File: src/rtl/vga_text_pkg.sv
// vga_text_pkg: shared constants for the 80x30 text-mode renderer.
// Screen geometry, glyph size, pipeline latency and the field layout
// of the 16-bit character/attribute word live here.
package vga_text_pkg;

   // Text screen geometry
   localparam int COLS    = 80;
   localparam int ROWS    = 30;

   // Glyph cell size in pixels
   localparam int FONT_W  = 8;
   localparam int FONT_H  = 16;

   // Input-to-output delay in pixel clocks, identical for every signal
   localparam int LATENCY = 4;

   // Character/attribute word layout: [7:0] code, [10:8] fg, [14:12] bg
   localparam int CODE_LSB = 0;
   localparam int CODE_W   = 8;
   localparam int FG_LSB   = 8;
   localparam int BG_LSB   = 12;
   localparam int COLOUR_W = 3;

   // First glyph row covered by the underline-style cursor (rows 14-15)
   localparam int CURSOR_ROW_FIRST = 14;

   // 1-bit-per-channel colour, {R,G,B}
   typedef logic [COLOUR_W-1:0] colour_t;

endpackage

File: src/rtl/vga_delay_line.sv
// vga_delay_line: fixed-depth shift register with a per-bit reset value.
// Used to carry beam side-band bits (sync, visibility, glyph-cell
// offsets, cursor hit) alongside the memory read pipeline.
module vga_delay_line #(
   parameter int               WIDTH   = 1,
   parameter int               DEPTH   = 1,
   parameter logic [WIDTH-1:0] RST_VAL = '0
) (
   input  logic             CLK_PIXEL,
   input  logic             RESET_N,
   input  logic [WIDTH-1:0] din,
   output logic [WIDTH-1:0] dout
);

   logic [WIDTH-1:0] stage_q [DEPTH];

   // Shift din through DEPTH stages; reset loads every stage with RST_VAL
   always_ff @(posedge CLK_PIXEL or negedge RESET_N) begin
      if (!RESET_N) begin
         for (int i = 0; i < DEPTH; i++) begin
            stage_q[i] <= RST_VAL;
         end
      end else begin
         stage_q[0] <= din;
         for (int i = 1; i < DEPTH; i++) begin
            stage_q[i] <= stage_q[i-1];
         end
      end
   end

   assign dout = stage_q[DEPTH-1];

endmodule

File: src/rtl/vga_text_render.sv
// vga_text_render: turns the VGA beam position into an 80x30 text-mode
// picture of 8x16 glyphs, reading an external character/attribute RAM
// and font ROM (both synchronous read, 1-cycle latency).
//
// Pipeline (edge numbers counted from the edge that samples the inputs):
//   edge 1: CHAR_ADDR registered, side-band bits enter the delay lines
//   edge 2: RAM presents CHAR_DATA, FONT_ADDR formed combinationally
//   edge 3: ROM presents FONT_DATA, fg/bg attributes registered
//   edge 4: pixel selected, colour and syncs registered to the outputs
// The pipeline is free-running: every cycle carries a beam position,
// there is no valid/ready handshake and nothing ever stalls.
//
// Optional build macro CURSOR_EN adds a blinking underline cursor at
// CURSOR_COL/CURSOR_ROW (fg/bg swapped on glyph rows 14-15).
module vga_text_render
   import vga_text_pkg::*;
#(
   parameter int COLS   = vga_text_pkg::COLS,
   parameter int ROWS   = vga_text_pkg::ROWS,
   parameter int ADDR_W = 12
) (
   input  logic              CLK_PIXEL,
   input  logic              RESET_N,
   input  logic [10:0]       SCREEN_X,
   input  logic [10:0]       SCREEN_Y,
   input  logic              ON_SCREEN,
   input  logic              HS_IN,
   input  logic              VS_IN,
   output logic [ADDR_W-1:0] CHAR_ADDR,
   input  logic [15:0]       CHAR_DATA,
   output logic [11:0]       FONT_ADDR,
   input  logic [7:0]        FONT_DATA,
   input  logic [6:0]        CURSOR_COL,
   input  logic [4:0]        CURSOR_ROW,
   output logic              R,
   output logic              G,
   output logic              B,
   output logic              HS_OUT,
   output logic              VS_OUT
);

   localparam int X_LO_W = $clog2(FONT_W);
   localparam int Y_LO_W = $clog2(FONT_H);

   // Side-band bits are needed at edge 4 (x offset, syncs, visibility)
   // while the glyph row offset is needed one stage earlier for FONT_ADDR.
   localparam int SIDE_DEPTH = LATENCY - 1;
   localparam int Y_DEPTH    = LATENCY - 2;

   // Bit positions inside the side-band delay word
   localparam int X_LSB   = 0;
   localparam int VS_BIT  = X_LO_W;
   localparam int HS_BIT  = X_LO_W + 1;
   localparam int ON_BIT  = X_LO_W + 2;
`ifdef CURSOR_EN
   localparam int HIT_BIT = X_LO_W + 3;
   localparam int SIDE_W  = X_LO_W + 4;
`else
   localparam int SIDE_W  = X_LO_W + 3;
`endif

   // Syncs idle high, everything else clears to zero
   localparam logic [SIDE_W-1:0] SIDE_RST =
      SIDE_W'((1 << VS_BIT) | (1 << HS_BIT));

   // Reject a configuration whose address width cannot hold every cell
   if (COLS * ROWS > (1 << ADDR_W)) begin : g_addr_w_check
      $error("vga_text_render: ADDR_W too narrow for COLS*ROWS");
   end

   // ------------------------------------------------------------------
   // Character address
   // ------------------------------------------------------------------
   logic [ADDR_W-1:0] row_base;
   logic [ADDR_W-1:0] cell_addr;

   assign row_base  = ADDR_W'(SCREEN_Y[8:4]) * ADDR_W'(COLS);
   assign cell_addr = row_base + ADDR_W'(SCREEN_X[9:3]);

   // Issue a new cell address only in the visible region; hold otherwise
   always_ff @(posedge CLK_PIXEL or negedge RESET_N) begin
      if (!RESET_N) begin
         CHAR_ADDR <= '0;
      end else if (ON_SCREEN) begin
         CHAR_ADDR <= cell_addr;
      end
   end

   // ------------------------------------------------------------------
   // Optional blinking cursor
   // ------------------------------------------------------------------
`ifdef CURSOR_EN
   logic       vs_prev;
   logic [5:0] frame_cnt;
   logic       cursor_hit;
   logic       blink_on;

   assign cursor_hit = ON_SCREEN
                    && (SCREEN_X[9:3] == CURSOR_COL)
                    && (SCREEN_Y[8:4] == CURSOR_ROW)
                    && (SCREEN_Y[3:0] >= 4'(CURSOR_ROW_FIRST));

   // Count frames on VS_IN falling edges to drive the 32-on/32-off blink
   always_ff @(posedge CLK_PIXEL or negedge RESET_N) begin
      if (!RESET_N) begin
         vs_prev   <= 1'b1;
         frame_cnt <= '0;
      end else begin
         vs_prev <= VS_IN;
         if (vs_prev && !VS_IN) begin
            frame_cnt <= frame_cnt + 6'd1;
         end
      end
   end

   assign blink_on = ~frame_cnt[5];
`endif

   // ------------------------------------------------------------------
   // Side-band delay lines
   // ------------------------------------------------------------------
   logic [SIDE_W-1:0] side_in;
   logic [SIDE_W-1:0] side_d3;
   logic [Y_LO_W-1:0] y_d2;

`ifdef CURSOR_EN
   assign side_in = {cursor_hit, ON_SCREEN, HS_IN, VS_IN, SCREEN_X[X_LO_W-1:0]};
`else
   assign side_in = {ON_SCREEN, HS_IN, VS_IN, SCREEN_X[X_LO_W-1:0]};
`endif

   vga_delay_line #(
      .WIDTH   (SIDE_W),
      .DEPTH   (SIDE_DEPTH),
      .RST_VAL (SIDE_RST)
   ) u_side_dly (
      .CLK_PIXEL (CLK_PIXEL),
      .RESET_N   (RESET_N),
      .din       (side_in),
      .dout      (side_d3)
   );

   vga_delay_line #(
      .WIDTH   (Y_LO_W),
      .DEPTH   (Y_DEPTH),
      .RST_VAL ('0)
   ) u_y_dly (
      .CLK_PIXEL (CLK_PIXEL),
      .RESET_N   (RESET_N),
      .din       (SCREEN_Y[Y_LO_W-1:0]),
      .dout      (y_d2)
   );

   logic [X_LO_W-1:0] x_d3;
   logic              on_d3;
   logic              hs_d3;
   logic              vs_d3;

   assign x_d3  = side_d3[X_LSB +: X_LO_W];
   assign vs_d3 = side_d3[VS_BIT];
   assign hs_d3 = side_d3[HS_BIT];
   assign on_d3 = side_d3[ON_BIT];

   // ------------------------------------------------------------------
   // Font lookup and attribute capture
   // ------------------------------------------------------------------
   assign FONT_ADDR = {CHAR_DATA[CODE_LSB +: CODE_W], y_d2};

   colour_t fg_q;
   colour_t bg_q;

   // Hold the cell attributes so they line up with FONT_DATA
   always_ff @(posedge CLK_PIXEL or negedge RESET_N) begin
      if (!RESET_N) begin
         fg_q <= '0;
         bg_q <= '0;
      end else begin
         fg_q <= CHAR_DATA[FG_LSB +: COLOUR_W];
         bg_q <= CHAR_DATA[BG_LSB +: COLOUR_W];
      end
   end

   // ------------------------------------------------------------------
   // Pixel select and colour
   // ------------------------------------------------------------------
   logic    pix;
   colour_t fg_eff;
   colour_t bg_eff;
   colour_t colour;

   // Glyph bit 7 is the leftmost pixel of the cell
   assign pix = FONT_DATA[X_LO_W'(FONT_W - 1) - x_d3];

   // Effective fg/bg, swapped under a visible cursor
   always_comb begin
      fg_eff = fg_q;
      bg_eff = bg_q;
`ifdef CURSOR_EN
      if (side_d3[HIT_BIT] && blink_on) begin
         fg_eff = bg_q;
         bg_eff = fg_q;
      end
`endif
   end

   assign colour = on_d3 ? (pix ? fg_eff : bg_eff) : colour_t'(0);

   // Output register: colour plus syncs, all with the same latency
   always_ff @(posedge CLK_PIXEL or negedge RESET_N) begin
      if (!RESET_N) begin
         R      <= 1'b0;
         G      <= 1'b0;
         B      <= 1'b0;
         HS_OUT <= 1'b1;
         VS_OUT <= 1'b1;
      end else begin
         R      <= colour[2];
         G      <= colour[1];
         B      <= colour[0];
         HS_OUT <= hs_d3;
         VS_OUT <= vs_d3;
      end
   end

   // Input bits this block has no use for
   logic unused_bits;
`ifdef CURSOR_EN
   assign unused_bits = ^{SCREEN_X[10], SCREEN_Y[10:9], CHAR_DATA[15], CHAR_DATA[11]};
`else
   assign unused_bits = ^{SCREEN_X[10], SCREEN_Y[10:9], CHAR_DATA[15], CHAR_DATA[11],
                          CURSOR_COL, CURSOR_ROW};
`endif

endmodule

File: config.mk
export PLATFORM = sky130hd
export DESIGN_NAME = vga_text_render
export DESIGN_NICKNAME = d
export VERILOG_FILES = /design/src/rtl/vga_text_pkg.sv /design/src/rtl/vga_delay_line.sv /design/src/rtl/vga_text_render.sv
export SDC_FILE = /design/constraint.sdc
export NUM_CORES = 1
export LEC_CHECK = 0
export ABC_CLOCK_PERIOD_IN_PS = 1550
export BUFFER_PORTS_ARGS = -buffer_cell sky130_fd_sc_hd__buf_2
export CORE_ASPECT_RATIO = 1.2
export CORE_MARGIN = 1.5
export CORE_UTILIZATION = 30
export CTS_CLUSTER_SIZE = 12
export DETAILED_ROUTE_END_ITERATION = 16
export PLACE_DENSITY_LB_ADDON = 0.1
export SYNTH_ARGS = -nofsm -noshare
export SYNTH_HDL_FRONTEND = slang
export SYNTH_SLANG_ARGS = --single-unit
File: constraint.sdc
create_clock -name CLK_PIXEL -period 1.55 [get_ports CLK_PIXEL]
set_input_delay 0.31 -clock CLK_PIXEL [delete_from_list [all_inputs] [get_ports CLK_PIXEL]]
set_output_delay 0.31 -clock CLK_PIXEL [all_outputs]
set_load 0.02 [all_outputs]
==> impl_metrics.toml <==
[timing]
fin_skew_ns = 0.00543
finalHoldViolations = 0
fin_ws_ns = -0.353
worst_pin_slew_ns = 0.362
finalSetupViolCount = 7
period_needed_ns = 1.90
max_slew_margin_pct = 75.8
rsz0062_at_grt = "yes"
drv_slew = 0
fmax_mhz = 526
period_share_pct = 123

[synth]
syn-num-nets = 196
syn-instance-count = 122
syn_avg_cell_area_sq_um = 15.5
ys_warn_count = 0
ys_seq_elements = 49
synth_area_sq_um = 1890
synth_cell_types = 27
synth_seq_area_share_pct = 65.3

[cts]
htreeDepth = 2
insertion_delay_ns = 0.29
ctsLongestPathBuffers = 2
cts_root_buffer = "clkbuf_8"
numCtsBuffers = 5
cts_tree = "done"
cts.sink_count = 49
cts.clk_slew.worst_paths_ns = 0.08

[setup_path]
cp.required_ns = 1.74
arrival_ns = 2.09
crit_start = "SCREEN_Y[7]"
endpoint_kind = "register"
endpoint = "CHAR_ADDR[9]"
crit_type = "primary input to register"
reg2reg_depth = 4
r2r_start = "u_side_dly.dout[1]"
cp_max_fo = 2
rrSetupSlack_ns = -0.05
timing.rr.end = "R"
start_kind = "primary input"

[die]
core_area_sq_um = 6050
io_pins = 92
die_x_um = 75.5
initial_utilization_pct = 31.3
die-area_sq_um = 6800
die_h_um = 90.0
rows = 31

[finish]
layout.nets = 259
drive_gt1_share_pct = 58.1
num_antenna_cells = 0
fillers = 598
regArea_sq_um = 1240
post-route-util_pct = 41.0
multiInputGateArea_sq_um = 642
areaGrowthSynthToFinish_pct = 30.9
final_common_cell = "buf_2"
most-common-layout-cells = "buf_2, dfrtp_1, buf_4"
postLayoutCellArea_sq_um = 2480

[global_route]
grt_remaining_overflow = 0
grt_pass1_vias = 1207
grt.total_usage_pct = 10.9
grt_pass1_wl_um = 5560
grt_max_degree = 36
antenna_found_initial = 0

[drt]
ant_nets = 0
drt-pass1-iter-count = 4
avgRoutedWirePerCell_um = 12.8
drt_wl_total_um = 3430
route.detailed.drc = 0
dr_total_vias = 1131
drt_iter0_markers = 43
routed_via_density = 4.22

[outcome]
status = "finished with violations"
violations = "setup timing"

[min_path]
min_path_type = "primary input to register"
hp-start = "HS_IN"

[placed_design]
hpwl_um = 2550
dpl_worst_slack_ns = -0.741
portBuffers = 58
placed_cell_area_sq_um = 2310
gp_congestion = 0.723

[pwr]
worst_ir_drop_vdd_mv = 0.343
power_density_nw_per_um2 = 1100
p_leak_nw = 1.15

[flow_run]
cap_violations = 0
-- where the power goes --
group,leakage (nW),internal (mW),total (mW),switching (mW)
sequential,0.565,1.39,1.43,0.0427
combinational,0.548,0.289,0.582,0.294
clock,0.0374,0.318,0.712,0.394
total,1.15,2.00,2.73,0.731
-- critical path, cell delays in order --
cell and delay, ns:
buf_6 0.10, ha_4 0.23, ha_4 0.16, fa_2 0.56, nand2_2 0.06, or2_4 0.23
or2_4 0.23, a31o_4 0.22
-- Yosys cell counts --
library cell	count	share of area (%)
inv_1	1	0.20
fa_1	2	2.1
a21oi_1	8	2.1
clkbuf_1	2	0.40
nor4_1	1	0.33
nand2_1	1	0.20
xnor2_1	4	1.8
a31o_2	1	0.46
dfrtp_1	41	54
or2_2	2	0.66
nor2_1	3	0.59
ha_1	9	5.9
and3_1	1	0.33
and2_1	1	0.33
mux2_2	7	4.2
dfstp_2	8	11
mux2i_1	3	1.6
a21o_1	1	0.40
o22a_1	1	0.46
nor2b_1	5	1.7
buf_4	12	4.8
nand3_1	1	0.26
o21ai_0	2	0.53
nor3_1	1	0.26
mux4_1	2	2.8
mux2i_4	1	1.2
xnor3_1	1	1.2
-- stage by stage --
stage	total power, mW	hold slack (ns)	instances	TNS [ns]
after CTS	2.75	0.0974	267	-1.06
after global placement	1.98	0.233	258	-2.92
after global routing	2.88	0.0903	268	-1.44
after detailed placement	1.99	0.239	258	-3.18
after floorplan	1.79	0.0144	122	-1.32
final	2.73	0.110	268	-1.00
-- repair_timing --
item / 4_1_cts / 5_1_grt
buffers inserted: 0 / 1
resized for setup: 13 / 2
pin swaps: 8 / 5
setup endpoints to repair: 7 / 8
hold buffers: 1 / 0
endpoints found under the hold margin: 14 / 0
-- cell families (layout without fill, tap and decap cells) --
kind of cell | count (synthesis) | after routing | share of synthesized area (%)
flops | 49 | 49 | 65.3
simple gates | 16 | 16 | 4.62
buf+inv | 15 | 79 | 5.35
compound gates | 13 | 13 | 3.96
mux | 13 | 13 | 9.71
fa+ha+maj | 11 | 11 | 8.06
xor+xnor | 5 | 5 | 3.04
-- worst min-delay path by stage --
| stage | end | cells past startpoint |
|---|---|---|
| global route | u_side_dly.stage_q[16] | 1 |
| CTS | u_side_dly.stage_q[16] | 1 |
| finish | u_side_dly.stage_q[16] | 1 |
| detailed placement | u_side_dly.dout[2] | 1 |
| global placement | u_side_dly.dout[2] | 1 |
| floorplan | B | 0 |
-- area by class of cell --
type / instances / area share (%)
flip-flops and latches: 49 / 49.8
multi-input cells: 58 / 25.9
repair buffers: 70 / 16.4
well taps: 82 / 4.14
clock buffers: 6 / 2.93
clock inverters: 2 / 0.605
inverters: 1 / 0.151
-- layer usage --
| layer | up-vias | wire length (um) | global-route usage, % |
|---|---|---|---|
| li1 | 526 | - | - |
| met1 | 561 | 1340 | 12.1 |
| met2 | 40 | 1840 | 18.4 |
| met3 | 4 | 218 | 3.14 |
| met4 | 0 | 29 | 5.51 |
| met5 | - | 0 | 0 |
-- sequential cells by signal, indices dropped and copies added (netlist names) --
| name | count |
|---|---|
| fg_eff | 3 |
| u_y_dly.dout | 4 |
| VS_OUT | 1 |
| u_side_dly.dout | 6 |
| R | 1 |
| bg_eff | 3 |
| u_side_dly.stage_q | 12 |
| HS_OUT | 1 |
| G | 1 |
| u_y_dly.stage_q | 4 |
| B | 1 |
| CHAR_ADDR | 12 |
Note: power is estimated with default switching activity, not from simulation.
